`config.mk`:
```
export PLATFORM = sky130hd
export DESIGN_NAME = if_fetch_queue
export DESIGN_NICKNAME = d
export VERILOG_FILES = /design/src/rtl/if_pkg.sv /design/src/rtl/if_fetch_fifo.sv /design/src/rtl/if_fetch_queue.sv
export SDC_FILE = /design/constraint.sdc
export NUM_CORES = 1
export LEC_CHECK = 0
export CAP_MARGIN = 40
export CORE_MARGIN = 2
export CORE_UTILIZATION = 45
export CTS_CLUSTER_SIZE = 24
export DETAILED_ROUTE_END_ITERATION = 10
export MAX_ROUTING_LAYER = met4
export PLACE_DENSITY = 0.68
export SLEW_MARGIN = 20
export SYNTH_ARGS = -nofsm -noshare
export SYNTH_HDL_FRONTEND = slang
export SYNTH_SLANG_ARGS = --single-unit
```
`constraint.sdc`:
```
create_clock -name clk -period 5.1 [get_ports clk]
set_input_delay 0.51 -clock clk [delete_from_list [all_inputs] [get_ports clk]]
set_output_delay 0.51 -clock clk [all_outputs]
set_load 0.05 [all_outputs]
```
`src/rtl/if_pkg.sv`:
```
// rtl/if_pkg.sv - shared types and constants for the instruction-fetch stage
package if_pkg;

   typedef enum logic [1:0] {
      SEL_SEQ,
      SEL_BR,
      SEL_J,
      SEL_JR
   } redir_sel_t;

   localparam int unsigned PC_STEP          = 4;
   localparam logic [31:0] DEFAULT_RESET_PC = 32'h0000_0000;

endpackage

```
`src/rtl/if_fetch_fifo.sv`:
```
// rtl/if_fetch_fifo.sv - synchronous FIFO holding fetched {instr, pc, pc+4} entries
// Flush has priority over push/pop; a pop on an empty queue is ignored.
module if_fetch_fifo
   import if_pkg::*;
#(
   parameter int DEPTH = 4,
   parameter int WIDTH = 96
) (
   input  logic                     clk,
   input  logic                     reset,
   input  logic                     push,
   input  logic                     pop,
   input  logic                     flush,
   input  logic [WIDTH-1:0]         wdata,
   output logic [WIDTH-1:0]         rdata,
   output logic                     full,
   output logic                     empty,
   output logic [$clog2(DEPTH):0]   count
);

   localparam int PW = $clog2(DEPTH);
   localparam int CW = PW + 1;

   logic [WIDTH-1:0] mem [DEPTH];
   logic [PW-1:0]    wr_ptr;
   logic [PW-1:0]    rd_ptr;
   logic [CW-1:0]    cnt;
   logic             do_push;
   logic             do_pop;

   assign full    = (cnt == CW'(DEPTH));
   assign empty   = (cnt == '0);
   assign count   = cnt;
   assign do_pop  = pop & ~empty;
   assign do_push = push & (~full | do_pop);
   assign rdata   = empty ? '0 : mem[rd_ptr];

   always_ff @(posedge clk) begin
      if (reset || flush) begin
         wr_ptr <= '0;
         rd_ptr <= '0;
         cnt    <= '0;
      end else begin
         if (do_push) wr_ptr <= wr_ptr + PW'(1);
         if (do_pop)  rd_ptr <= rd_ptr + PW'(1);
         case ({do_push, do_pop})
            2'b10:   cnt <= cnt + CW'(1);
            2'b01:   cnt <= cnt - CW'(1);
            default: cnt <= cnt;
         endcase
      end
   end

   // Storage needs no reset: the read port is masked while the queue is empty.
   always_ff @(posedge clk) begin
      if (do_push && !reset && !flush) mem[wr_ptr] <= wdata;
   end

endmodule

```
`src/rtl/if_fetch_queue.sv`:
```
// rtl/if_fetch_queue.sv - fetch stage: PC, prioritised redirect mux and decoupling queue to ID
// Optional performance counters are built when IF_PERF_CNT_EN is defined.
module if_fetch_queue
   import if_pkg::*;
#(
   parameter int                ADDR_W   = 32,
   parameter int                DATA_W   = 32,
   parameter int                IMEM_AW  = 6,
   parameter int                QDEPTH   = 4,
   parameter logic [ADDR_W-1:0] RESET_PC = ADDR_W'(DEFAULT_RESET_PC)
) (
   input  logic                      clk,
   input  logic                      reset,
   input  logic                      pc_write,
   input  logic                      jr,
   input  logic                      j,
   input  logic                      z,
   input  logic [ADDR_W-1:0]         jr_addr,
   input  logic [ADDR_W-1:0]         jump_addr,
   input  logic [ADDR_W-1:0]         branch_addr,
   output logic [IMEM_AW-1:0]        imem_addr,
   input  logic [DATA_W-1:0]         imem_data,
   output logic                      id_valid,
   input  logic                      id_ready,
   output logic [DATA_W-1:0]         id_instr,
   output logic [ADDR_W-1:0]         id_pc,
   output logic [ADDR_W-1:0]         id_next_pc,
   output logic [$clog2(QDEPTH):0]   q_count
`ifdef IF_PERF_CNT_EN
   ,
   output logic [31:0]               perf_fetch,
   output logic [31:0]               perf_full_stall,
   output logic [31:0]               perf_flush
`endif
);

   localparam int EW = DATA_W + 2 * ADDR_W;

   logic [ADDR_W-1:0] pc;
   logic [ADDR_W-1:0] pc_plus;
   logic [ADDR_W-1:0] target;
   redir_sel_t        sel;
   logic              redirect;
   logic              pop;
   logic              push;
   logic              full;
   logic              empty;
   logic [EW-1:0]     head;

   assign pc_plus   = pc + ADDR_W'(PC_STEP);
   assign imem_addr = pc[IMEM_AW+1:2];
   assign redirect  = jr | j | z;
   assign id_valid  = ~empty;
   assign pop       = id_valid & id_ready;
   assign push      = pc_write & ~redirect & (~full | pop);

   always_comb begin
      sel = SEL_SEQ;
      if (jr)     sel = SEL_JR;
      else if (j) sel = SEL_J;
      else if (z) sel = SEL_BR;
   end

   always_comb begin
      target = pc_plus;
      case (sel)
         SEL_JR:  target = jr_addr;
         SEL_J:   target = jump_addr;
         SEL_BR:  target = branch_addr;
         default: target = pc_plus;
      endcase
   end

   always_ff @(posedge clk) begin
      if (reset)         pc <= RESET_PC;
      else if (redirect) pc <= target;
      else if (push)     pc <= pc_plus;
   end

   // A pop coinciding with a redirect is void: the entry dies in the flush.
   if_fetch_fifo #(
      .DEPTH (QDEPTH),
      .WIDTH (EW)
   ) u_fifo (
      .clk   (clk),
      .reset (reset),
      .push  (push),
      .pop   (pop & ~redirect),
      .flush (redirect),
      .wdata ({imem_data, pc, pc_plus}),
      .rdata (head),
      .full  (full),
      .empty (empty),
      .count (q_count)
   );

   assign {id_instr, id_pc, id_next_pc} = head;

`ifdef IF_PERF_CNT_EN
   logic stall;
   assign stall = pc_write & full & ~pop & ~redirect;

   always_ff @(posedge clk) begin
      if (reset) begin
         perf_fetch      <= '0;
         perf_full_stall <= '0;
         perf_flush      <= '0;
      end else begin
         if (push && perf_fetch != '1)           perf_fetch      <= perf_fetch + 32'd1;
         if (stall && perf_full_stall != '1)     perf_full_stall <= perf_full_stall + 32'd1;
         if (redirect && perf_flush != '1)       perf_flush      <= perf_flush + 32'd1;
      end
   end
`endif

endmodule

```
==> reports/qor.yml <==
status: "finished, final reports clean"
yosysTopAreaCellShare_pct: 65.52
finalCritPeriodShare_pct: 73.96
place.gp.congestion: 0.8008
yosysWarnings: 0
cts_sinks: 417
syn_area_mm2: 0.01723
cts_buffers: 42
cap_violations: 0
final_max_slew_viol_count: 0
power_density_mw_per_mm2: 331.6
hold_viol: 0
ys_types: 46
dr_total_vias: 9869
synth.largest_area_cell: "edfxtp_1"
wl_per_cell_um: 22.39
area_delta_synth_final_pct: 25.23
grt_usage_pct: 20.98
vias_per_cell: 5.520
tightest_slew_ns: 0.8114
relSlewSlack_pct: 45.46
min_period_ns: 3.772
grt_max_degree: 81
ys_ff_latch: 417
core.rowCount: 71
cts_max_level: 2
drtAntennaViolNets: 0
rsz0062_at_grt: "false"
skew_ns: 0.03234
fill_cells: 2925
async_reset_ff_share_pct: 0
synth_nets: 1156
cts_hold_buf: 0
die_area_mm2: 0.03987
antenna_found_initial: 1
fmax_mhz: 265.1
grt_pass1_vias: 9780
placed_cell_area_mm2: 0.02017
path_class: "flip-flop to output port"
hold_ws_ns: 0.5035
setup_viol_count_final: 0
cts_root_buf: "clkbuf_16"
die_x_um: 199.7
routed_wl_mm: 40.04
core-area_mm2: 0.03767
layout-drive-gt1-share_pct: 14.97
arrival_ns: 3.26
synth_edf_count: 376
yosysSeqAreaShare_pct: 70.29
cts_buffer_depth: 3
die_h_um: 199.7
port_buffers: 240
cp_max_fo: 80
post-cts-setup-buffers: 0
clkSlewWorstSetupHoldPaths_ns: 0.06
hp-class: "flip-flop to flip-flop"
syn_area_per_cell_um2: 16.99
drtPass1Iterations: 5
start_kind: "flip-flop"
layout.nets: 1385
tns_ns: 0
ios: 241
critPathCaptureType: "output port"
power_leakage_nw: 6.739
required_ns: 4.59
drc: 0
dpl.hpwl_mm: 25.69
drtIter0Drc: 843
stdcell_area_mm2: 0.02158
grt_pass1_wl_mm: 59.91
tritoncts: "yes"
synth.area.top_cells: "edfxtp_1 66%, mux4_2 12%, dfxtp_1 4.8%"
clk_latency_ns: 0.54
ir_drop_uv: 217.2
overflow: 0
syn_inst: 1014
synth_flop_cell: "edfxtp_1"
start_util_pct: 45.75
cts_resized: 0
## per-layer routing
layer	wire length [µm]	vias to the layer above	share of wire (%)	global-route usage (%)
met2	18990	399	47	32.21
li1	-	4449	-	-
met5	0	-	0	-
met1	17140	4956	43	29.04
met3	2920	65	7.3	3.814
met4	980	0	2.4	5.816
## synth_stat cells (all sizes together), types with 3 or more instances
cell type and number:
a22oi 30, o31a 4, or4 3, edfxtp 376, and2 96, dfxtp 41, inv 7, buf 27
ha 6, nand4b 3, o21ai 8, or3 8, nor3 9, nand2 24, o22ai 15, nand2b 3
nand3 14, nor4 7, xor2 22, clkbuf 48, and3 9, a21oi 32, a221oi 7, mux4 94
nand4 13, xnor2 24, nor2 62, o211ai 3, o2bb2ai 6
## worst paths after layout
check                           cells past startpoint                end        startpoint  slack (ns)
worst max-delay path                                4          id_pc[11]         flip-flop        1.33
worst min-delay path                                2   u_fifo.wr_ptr[1]  u_fifo.wr_ptr[1]        0.50
worst min register to register                      2   u_fifo.wr_ptr[1]  u_fifo.wr_ptr[1]        0.50
worst max register to register                      4  u_fifo.mem[0][31]             pc[9]        2.16
## kinds of logic after synthesis
| kind of cell | Yosys count | share of synthesized area (%) |
|---|---|---|
| XOR/XNOR | 46 | 2.338 |
| AO/OA/AOI/OAI | 109 | 4.197 |
| multiplexers | 95 | 12.34 |
| buffers and inverters | 82 | 2.106 |
| AND/OR/NAND/NOR | 258 | 8.176 |
| flip-flops | 417 | 70.29 |
| adder cells (fa/ha/maj) | 7 | 0.5518 |
## layout make-up
class | count | area (µm²) | area share (%)
flip-flops and latches | 417 | 12120 | 56.16
multi-input cells | 515 | 4786 | 22.18
repair buffers | 260 | 2645 | 12.26
clock buffers | 53 | 1144 | 5.299
well taps | 511 | 639.4 | 2.963
clock inverters | 24 | 217.7 | 1.009
inverters | 7 | 26.28 | 0.1218
diodes | 1 | 2.502 | 0.01160
## per-stage QoR
| stage | util [%] | setup WS (ns) | total power [mW] | cells |
|---|---|---|---|---|
| floorplan | - | 0.7653 | 4.010 | 1014 |
| detailed placement | 53.56 | 1.408 | 4.202 | 1707 |
| global route | 57.29 | 1.119 | 7.371 | 1788 |
| global placement | 53.46 | 1.461 | 4.195 | 1705 |
| CTS | 57.17 | 1.230 | 7.209 | 1784 |
| finish | 57.29 | 1.328 | 7.155 | 1788 |
## placed cells by master, fill, tap and decap left out, drive strengths merged, types with 4 or more instances in the layout
| cell type | Yosys | layout |
|---|---|---|
| edfxtp | 376 | 376 |
| clkdlybuf4s50 | 0 | 238 |
| and2 | 96 | 96 |
| mux4 | 94 | 94 |
| nor2 | 62 | 62 |
| clkbuf | 48 | 53 |
| dfxtp | 41 | 41 |
| a21oi | 32 | 32 |
| a22oi | 30 | 30 |
| xnor2 | 24 | 24 |
| nand2 | 24 | 24 |
| xor2 | 22 | 22 |
| buf | 27 | 22 |
| clkinv | 0 | 17 |
| o22ai | 15 | 15 |
| nand3 | 14 | 14 |
| nand4 | 13 | 13 |
| nor3 | 9 | 9 |
| inv | 7 | 9 |
| and3 | 9 | 9 |
| o21ai | 8 | 8 |
| or3 | 8 | 8 |
| a221oi | 7 | 7 |
| nor4 | 7 | 7 |
| o2bb2ai | 6 | 6 |
| ha | 6 | 6 |
| o31a | 4 | 4 |
| bufinv | 0 | 4 |
## flip-flops by register name, indices dropped and copies added (netlist names), named ones only
register       count
u_fifo.rd_ptr      2
u_fifo.wr_ptr      2
pc                32
u_fifo.mem       376
u_fifo.count       3
## power by group
part	leakage (nW)	switching, mW	internal, mW
Sequential	3.72	0.0571	3.76
Clock	0.669	1.23	1.79
Combinational	2.35	0.156	0.158
Total	6.74	1.45	5.71
## critical path, cell delays in order, from the launching register on
cell and delay [ns]:
dfxtp_4 0.56, buf_12 0.54, mux4_2 0.59, and2_1 0.17, clkdlybuf4s50_1 0.75
No activity file was read; power rests on OpenSTA's default activity.
